<file path="config.mk">
export PLATFORM = sky130hd
export DESIGN_NAME = memory_access_unit
export DESIGN_NICKNAME = d
export VERILOG_FILES = /design/src/rtl/memory_access_unit.sv
export SDC_FILE = /design/constraint.sdc
export NUM_CORES = 1
export LEC_CHECK = 0
export CAP_MARGIN = 40
export CORE_UTILIZATION = 35
export DETAILED_ROUTE_END_ITERATION = 12
export PLACE_DENSITY_LB_ADDON = 0.08
export SETUP_SLACK_MARGIN = 0.15
export SLEW_MARGIN = 20
export SYNTH_ARGS = -nofsm -noshare
export SYNTH_HDL_FRONTEND = slang
export SYNTH_SLANG_ARGS = --single-unit
</file>
<file path="constraint.sdc">
create_clock -name i_clk -period 5.09 [get_ports i_clk]
set_input_delay 0.509 -clock i_clk [delete_from_list [all_inputs] [get_ports i_clk]]
set_output_delay 0.509 -clock i_clk [all_outputs]
set_load 0.005 [all_outputs]
</file>
<file path="src/rtl/memory_access_unit.sv">
// Load/store bus master: accepts one core request, checks alignment, runs one single-beat bus cycle.
// Latency: Done 1 cycle after the request edge on an alignment fault, 3 cycles with a zero-wait slave, +1 per Stall cycle.
// Backpressure: Stall holds Strobe in place; Request is ignored while Busy (until the cycle after Done).
module memory_access_unit #(
  parameter int TIMEOUT_CYCLES   = 16,
  parameter bit ALLOW_MISALIGNED = 1'b0
) (
  input  logic        i_clk,
  input  logic        i_rst,
  input  logic        i_request,
  input  logic        i_write,
  input  logic [1:0]  i_size,
  input  logic        i_signed,
  input  logic [31:0] i_address,
  input  logic [31:0] i_store_data,
  output logic        o_busy,
  output logic        o_done,
  output logic        o_fault,
  output logic [31:0] o_load_data,
  output logic        o_cycle,
  output logic        o_strobe,
  output logic        o_read_write,
  output logic [1:0]  o_width,
  output logic [31:0] o_bus_address,
  output logic [31:0] o_bus_data_out,
  input  logic [31:0] i_bus_data_in,
  input  logic        i_acknowledge,
  input  logic        i_stall
);

  localparam int CW = $clog2(TIMEOUT_CYCLES + 1);

  typedef enum logic [1:0] {
    S_IDLE   = 2'd0,
    S_STROBE = 2'd1,
    S_WAIT   = 2'd2,
    S_DONE   = 2'd3
  } state_t;

  state_t        r_state;
  logic [CW-1:0] r_count;
  logic          r_write;
  logic          r_signed;
  logic [1:0]    r_size;

  logic          w_illegal;
  logic [31:0]   w_store_masked;
  logic [31:0]   w_load_ext;
  logic          w_timeout;

  // Alignment / legality of the request currently presented at the core port
  always_comb begin
    w_illegal = 1'b0;
    if (!ALLOW_MISALIGNED) begin
      case (i_size)
        2'd1:    w_illegal = i_address[0];
        2'd2:    w_illegal = (i_address[1:0] != 2'b00);
        2'd3:    w_illegal = 1'b1;
        default: w_illegal = 1'b0;
      endcase
    end
  end

  // Store data trimmed to the access width so the slave never sees stale upper bytes
  always_comb begin
    w_store_masked = i_store_data;
    case (i_size)
      2'd0:    w_store_masked = {24'h0, i_store_data[7:0]};
      2'd1:    w_store_masked = {16'h0, i_store_data[15:0]};
      default: w_store_masked = i_store_data;
    endcase
  end

  // Sign/zero extension of the right-aligned slave data, using the latched size and Signed
  always_comb begin
    w_load_ext = i_bus_data_in;
    case (r_size)
      2'd0:    w_load_ext = {{24{r_signed & i_bus_data_in[7]}}, i_bus_data_in[7:0]};
      2'd1:    w_load_ext = {{16{r_signed & i_bus_data_in[15]}}, i_bus_data_in[15:0]};
      default: w_load_ext = i_bus_data_in;
    endcase
  end

  // The current WAIT cycle is the last one allowed before faulting
  assign w_timeout = (r_count == CW'(TIMEOUT_CYCLES - 1));

  // Request sequencing with all outputs registered; Done is a one-cycle pulse
  always_ff @(posedge i_clk or posedge i_rst) begin
    if (i_rst) begin
      r_state        <= S_IDLE;
      r_count        <= '0;
      r_write        <= 1'b0;
      r_signed       <= 1'b0;
      r_size         <= 2'd0;
      o_busy         <= 1'b0;
      o_done         <= 1'b0;
      o_fault        <= 1'b0;
      o_load_data    <= 32'h0;
      o_cycle        <= 1'b0;
      o_strobe       <= 1'b0;
      o_read_write   <= 1'b0;
      o_width        <= 2'd0;
      o_bus_address  <= 32'h0;
      o_bus_data_out <= 32'h0;
    end else begin
      o_done <= 1'b0;
      case (r_state)
        S_IDLE: begin
          if (i_request) begin
            r_write  <= i_write;
            r_size   <= i_size;
            r_signed <= i_signed;
            o_busy   <= 1'b1;
            if (w_illegal) begin
              // Illegal access completes immediately without touching the bus
              r_state     <= S_DONE;
              o_done      <= 1'b1;
              o_fault     <= 1'b1;
              o_load_data <= 32'h0;
            end else begin
              r_state        <= S_STROBE;
              o_cycle        <= 1'b1;
              o_strobe       <= 1'b1;
              o_read_write   <= i_write;
              o_width        <= i_size;
              o_bus_address  <= i_address;
              o_bus_data_out <= w_store_masked;
            end
          end
        end

        S_STROBE: begin
          if (i_acknowledge) begin
            // Slave completed while the strobe was still up
            r_state      <= S_DONE;
            o_done       <= 1'b1;
            o_fault      <= 1'b0;
            o_load_data  <= r_write ? 32'h0 : w_load_ext;
            o_cycle      <= 1'b0;
            o_strobe     <= 1'b0;
            o_read_write <= 1'b0;
          end else if (!i_stall) begin
            r_state  <= S_WAIT;
            o_strobe <= 1'b0;
            r_count  <= '0;
          end
        end

        S_WAIT: begin
          if (i_acknowledge || w_timeout) begin
            r_state      <= S_DONE;
            o_done       <= 1'b1;
            o_fault      <= !i_acknowledge;
            o_load_data  <= (i_acknowledge && !r_write) ? w_load_ext : 32'h0;
            o_cycle      <= 1'b0;
            o_strobe     <= 1'b0;
            o_read_write <= 1'b0;
          end else begin
            r_count <= r_count + CW'(1);
          end
        end

        default: begin
          // DONE: pulse already issued, return to IDLE and drop the result
          r_state     <= S_IDLE;
          o_busy      <= 1'b0;
          o_fault     <= 1'b0;
          o_load_data <= 32'h0;
        end
      endcase
    end
  end

endmodule
</file>
# Word-level counts from Yosys, hierarchy flattened
# Cells that the tools add are included.
# totals
output_inout_bits	104
elab_cells	97
regBits	115
inputBits	105
# classes
n_eq_ne	16
n_bitwise	4
addsub	1
n_mux	42
reduce_logical	19
# op_table
cell	n
2-to-1 mux 32 bit	6
case mux 32 bit (2 select lines)	2
case mux 32 bit (3 select lines)	1
case mux 1 bit (3 select lines)	6
2-to-1 mux 1 bit	16
inequality test 2 bit (second input constant)	8
2-to-1 mux 5 bit	3
2-to-1 mux 2 bit	5
case mux 5 bit (2 select lines)	1
AND reduction 5 bit	2
AND reduction 4 bit	2
equality test 2 x 1 -> 1 bit (second input constant)	3
equality test 2 bit (second input constant)	3
logical NOT 2 bit	3
case mux 2 bit (3 select lines)	1
AND reduction 3 bit	2
adder 5 x 1 -> 5 bit (second input constant)	1
equality test 5 x 4 -> 1 bit (second input constant)	1
AND reduction 2 bit	2
nonzero test 2 bit	2
inequality test 3 bit (second input constant)	1
nonzero test 3 bit	1
AND 1 bit	2
logical NOT 1 bit	2
5 further kinds	6

# Depth between registers and ports, before layout
# depth
ltp_word	5
depth_mapped	9
mapped_depth_nobuf	7

# Worst setup path after synthesis
# OpenSTA, ideal clock, no wires.
# synth_path
kind	flip-flop to flip-flop
startpoint	register r_count[0]
endpoint	register o_load_data[10]
setup_ps	125
stages_incl_launch_ff	8
path_slack_ps	2998
period_less_slack_ps	2092
t_required_ps	4965
arrival_ps	1967
path_cell_list	dfrtp_1 > ha_1 > and3_1 > ha_1 > nand2b_1 > o211ai_1 > nor2_2 > mux2_2
# synth_via
elab_chain_cells	4
# synth_rtl
element	line_no	text
from (decl)	41	logic [CW-1:0] r_count;
from (signal assigned)	159	r_count <= r_count + CW'(1);
equality test 5 x 4 -> 1 bit	85	assign w_timeout = (r_count == CW'(TIMEOUT_CYCLES - 1));
logical OR 1 bit	150	if (i_acknowledge || w_timeout) begin
inequality test 2 bit (no line)	n/a	
AND reduction 4 bit (no line)	n/a	
to (signal assigned)	138	o_load_data <= r_write ? 32'h0 : w_load_ext;
to (signal assigned)	154	o_load_data <= (i_acknowledge && !r_write) ? w_load_ext : 32'h0;
to (decl)	19	output logic [31:0] o_load_data,
# Every way passes these cells.
# A chain may end at the register's enable or synchronous reset.

# Final worst setup path
# layout_path
startpoint	register r_state[0]
endpoint	register o_bus_address[30]
# layout_via
elab_chain_cells	2
# layout_rtl
element	line_no	text
from (decl)	40	state_t r_state;
from (signal assigned)	90	r_state <= S_IDLE;
from (signal assigned)	116	r_state <= S_DONE;
from (signal assigned)	121	r_state <= S_STROBE;
logical NOT 2 bit	107	case (r_state)
AND reduction 3 bit (no line)	n/a	
to (signal assigned)	126	o_bus_address <= i_address;
to (decl)	24	output logic [31:0] o_bus_address,
# Every way passes these cells.

==> impl_results.md <==
- Worst setup SP type: register
- Dominant synthesized flop cell: dfrtp_1
- Leading area contributor after synthesis: dfrtp_1
- Core Region: 0.01345 mm²
- Slew HR: 0.5017
- Synth cell count leaders: dfrtp_1, o21ai_0, mux2_2, nand2_1, o31ai_1
- Sw Ratio: 0.2963
- Drt first-iter violations: around 160
- TritonCTS clock tree: yes
- Most frequent cell after synthesis: dfrtp_1
- Mapped cell area: 0.004902 mm²
- Ranking of synthesized cells by area: dfrtp_1, mux2_2, o21ai_0, a22o_1, o31ai_1
- Drt drc: 0
- Setup_tns: 0 ps
- Worst Skew: 7.131 ps
- Clock Pin Slew Worst Setup and Hold Paths: 50 ps
- Max VDD drop: 0.3126 mV
- Endpoint type of the worst setup path: register
- DRT Pass-1 Iters: 4
- Final cycle utilization of the critical path: 0.4707
- # rows: 42
- Post-CTS Setup Bufs: 0
- Clock Sinks: 115
- Critical Path Max Stage Delay: 440 ps
- Fmax: 417.4 MHz
- Die area: about 0.014 mm²
- Pins over their slew limit: 0
- Internal Power: 0.003128 W
- Syn_nets: 513
- Root buffer cell: clkbuf_16
- Comb power frac: 0.387
- N_diodes: 0
- Crit-path slowest cell: or3_2
- Cell family with most CP delay: simple AND/OR/NAND/NOR gates
- Clock Path Buffers: 2
- CP max FO: between 60 and 70
- Drt via density: slightly below 5
- Register area share after synthesis: 0.5870
- Crit-path cells: inv_1, ha_1, nand2_2, or3_2, buf_4, buf_16, mux2_2
- Die extent in x: 120.4 µm
- Register bit total from synthesis: 115
- Tmin final: 2396 ps
- IO Count: 209
- Final ANT Viol Nets: 0
- Seq pwr share: 0.345
- Yosys Warn Count: 0
- Worst r2r path cells: 7
- P_leak: 3.324 nW
- Clock Power Share: 0.268
- Num CTS Buffers: 17
- Asr flop ratio synth: 1.000
- H-tree depth: 4
- Worst reg2reg path startpoint: r_state[0]
- Status: finished clean
- Crit path buf inv count: 3
- Post-synth EDFFs: 0
- WL/cell: approximately 16 µm
- Final hold viol count: 0
- Initial Utilization: 0.3644
- Net Switching: 0.001317 W
- Synthesized area per cell: 12.19 µm²
- Type of the most critical hold path: primary input to async pin
- Post-CTS resize count: 0
- Crit Path Class: register to register
- GPL Wtd Cong: between 0.7 and 0.8
- Critical Path AT: between 2000 and 3000 ps
- Final nets: a little over 700
- Largest net degree at the start of global routing: 75
- All-Layer GR Usage: 0.1877
- Die Ht: 120.4 µm
- RSZ-0062 raised after global routing: false
- # hold bufs at CTS: 0
- WP data required: 5380 ps
- Final setup fails: 0
- Pre-CTS WS: ~2500 ps
- Initial antenna violation count: 0
- Post-synth cell types: 43
- Share of the synthesized area in the top cell type: 0.5870
- Max-Cap Viols: 0
- PortBufs: 208
- HPWL after detailed placement: 9.143 mm
- Via count: 3911
- Cells after synthesis: 402
- Routed Wire Length: 13.04 mm
- Vias in the first global route: 3929
- Reg-to-reg slack, setup: roughly 2700 ps
- Fraction of final layout cells sized beyond drive strength 1: 0.1661
- Gr ovfl total: 0
- Synth-to-Final Area Change: 58.52%
- Worst-skew pair later-pin latency: 410 ps
- First-pass GRT wire length: between 20 and 25 mm
- Least-Margin Pin Slew: 747.5 ps
- Reg-to-Reg End: o_bus_address[30]
- PD cells: 572.1 mW/mm²
- Final worst setup slack: between 2000 and 3000 ps
## metal layers
metal  share of wire  global-route usage
met3           0.063             0.06792
met2            0.48              0.2884
met4           0.014             0.07022
met1            0.44              0.2421
met5               0                   0
## sequential cells by signal, indices dropped and copies added, names as in the netlist
| register | count |
|---|---|
| o_bus_address | 32 |
| o_bus_data_out | 32 |
| o_busy | 1 |
| o_cycle | 1 |
| o_done | 1 |
| o_fault | 1 |
| o_load_data | 32 |
| o_read_write | 1 |
| o_strobe | 1 |
| o_width | 2 |
| r_count | 5 |
| r_signed | 1 |
| r_size | 2 |
| r_state | 2 |
| r_write | 1 |
## cell type report
| cell class | count | area [µm²] |
|---|---|---|
| flip-flops and latches | 115 | 2878 |
| multi-input cells | 256 | 1867 |
| well taps | 176 | 220.2 |
| clock inverters | 10 | 131.4 |
| inverters | 7 | 28.78 |
| clock buffers | 22 | 464.2 |
| fillers | 1167 | 5682 |
| repair buffers | 216 | 2182 |
## worst max path at each step
| stage | end | from | depth (start not counted) |
|---|---|---|---|
| after floorplan | o_bus_address[0] | i_rst | 1 |
| after global placement | o_bus_data_out[0] | i_address[0] | 5 |
| after detailed placement | o_bus_data_out[5] | i_request | 5 |
| after CTS | o_bus_data_out[5] | r_state[0] | 6 |
| after global routing | o_bus_data_out[5] | r_state[0] | 7 |
| final | o_bus_address[30] | r_state[0] | 7 |
## power by group through the flow
stage | sequential, W | clock, W | combinational (W)
2_1_floorplan | 0.00152 | 0 | 0.000784
3_3_place_gp | 0.00153 | 0 | 0.00171
3_5_place_dp | 0.00155 | 0 | 0.00173
4_1_cts | 0.00154 | 0.00122 | 0.00174
5_1_grt | 0.00159 | 0.00127 | 0.00189
6_report | 0.00153 | 0.00119 | 0.00172
## through the flow
| step | std cells | hold WS (ps) | instance area (µm²) | total power (W) | util |
|---|---|---|---|---|---|
| 3_3_place_gp | 768 | 462.0 | 7121 | 0.003243 | 0.5293 |
| 4_1_cts | 801 | 385.8 | 7744 | 0.004497 | 0.5756 |
| 5_1_grt | 802 | 383.0 | 7771 | 0.004746 | 0.5777 |
| 2_1_floorplan | 402 | 449.8 | 4902 | 0.002301 | - |
| 6_report | 802 | 388.4 | 7771 | 0.004446 | 0.5777 |
| 3_5_place_dp | 769 | 470.6 | 7148 | 0.003278 | 0.5313 |
## cell families after synthesis
logic type / after synthesis / synth area share
flip-flops: 115 / 0.5870
AND/OR/NAND/NOR: 74 / 0.08040
buffers and inverters: 31 / 0.03242
AO/OA/AOI/OAI: 121 / 0.1565
multiplexers: 55 / 0.1284
adder cells (fa/ha/maj): 6 / 0.01531
## cells in the final DEF (no fill, tap or decap), drive strengths merged, types with 2 or more instances in the layout
cell and n:
dfrtp 115, inv 7, a21o 2, a22o 17
or3 2, nor2 7, buf 8, a21oi 15
or2 4, o2bb2ai 2, o21a 2, nand3 2
nand2 31, clkinv 6, ha 6, clkbuf 22
nor2b 18, nand2b 4, bufinv 3, nor3 2
clkdlybuf4s50 208, o31ai 19, mux2 54, o21ai 57
Note: power is estimated with default switching activity, not from simulation.
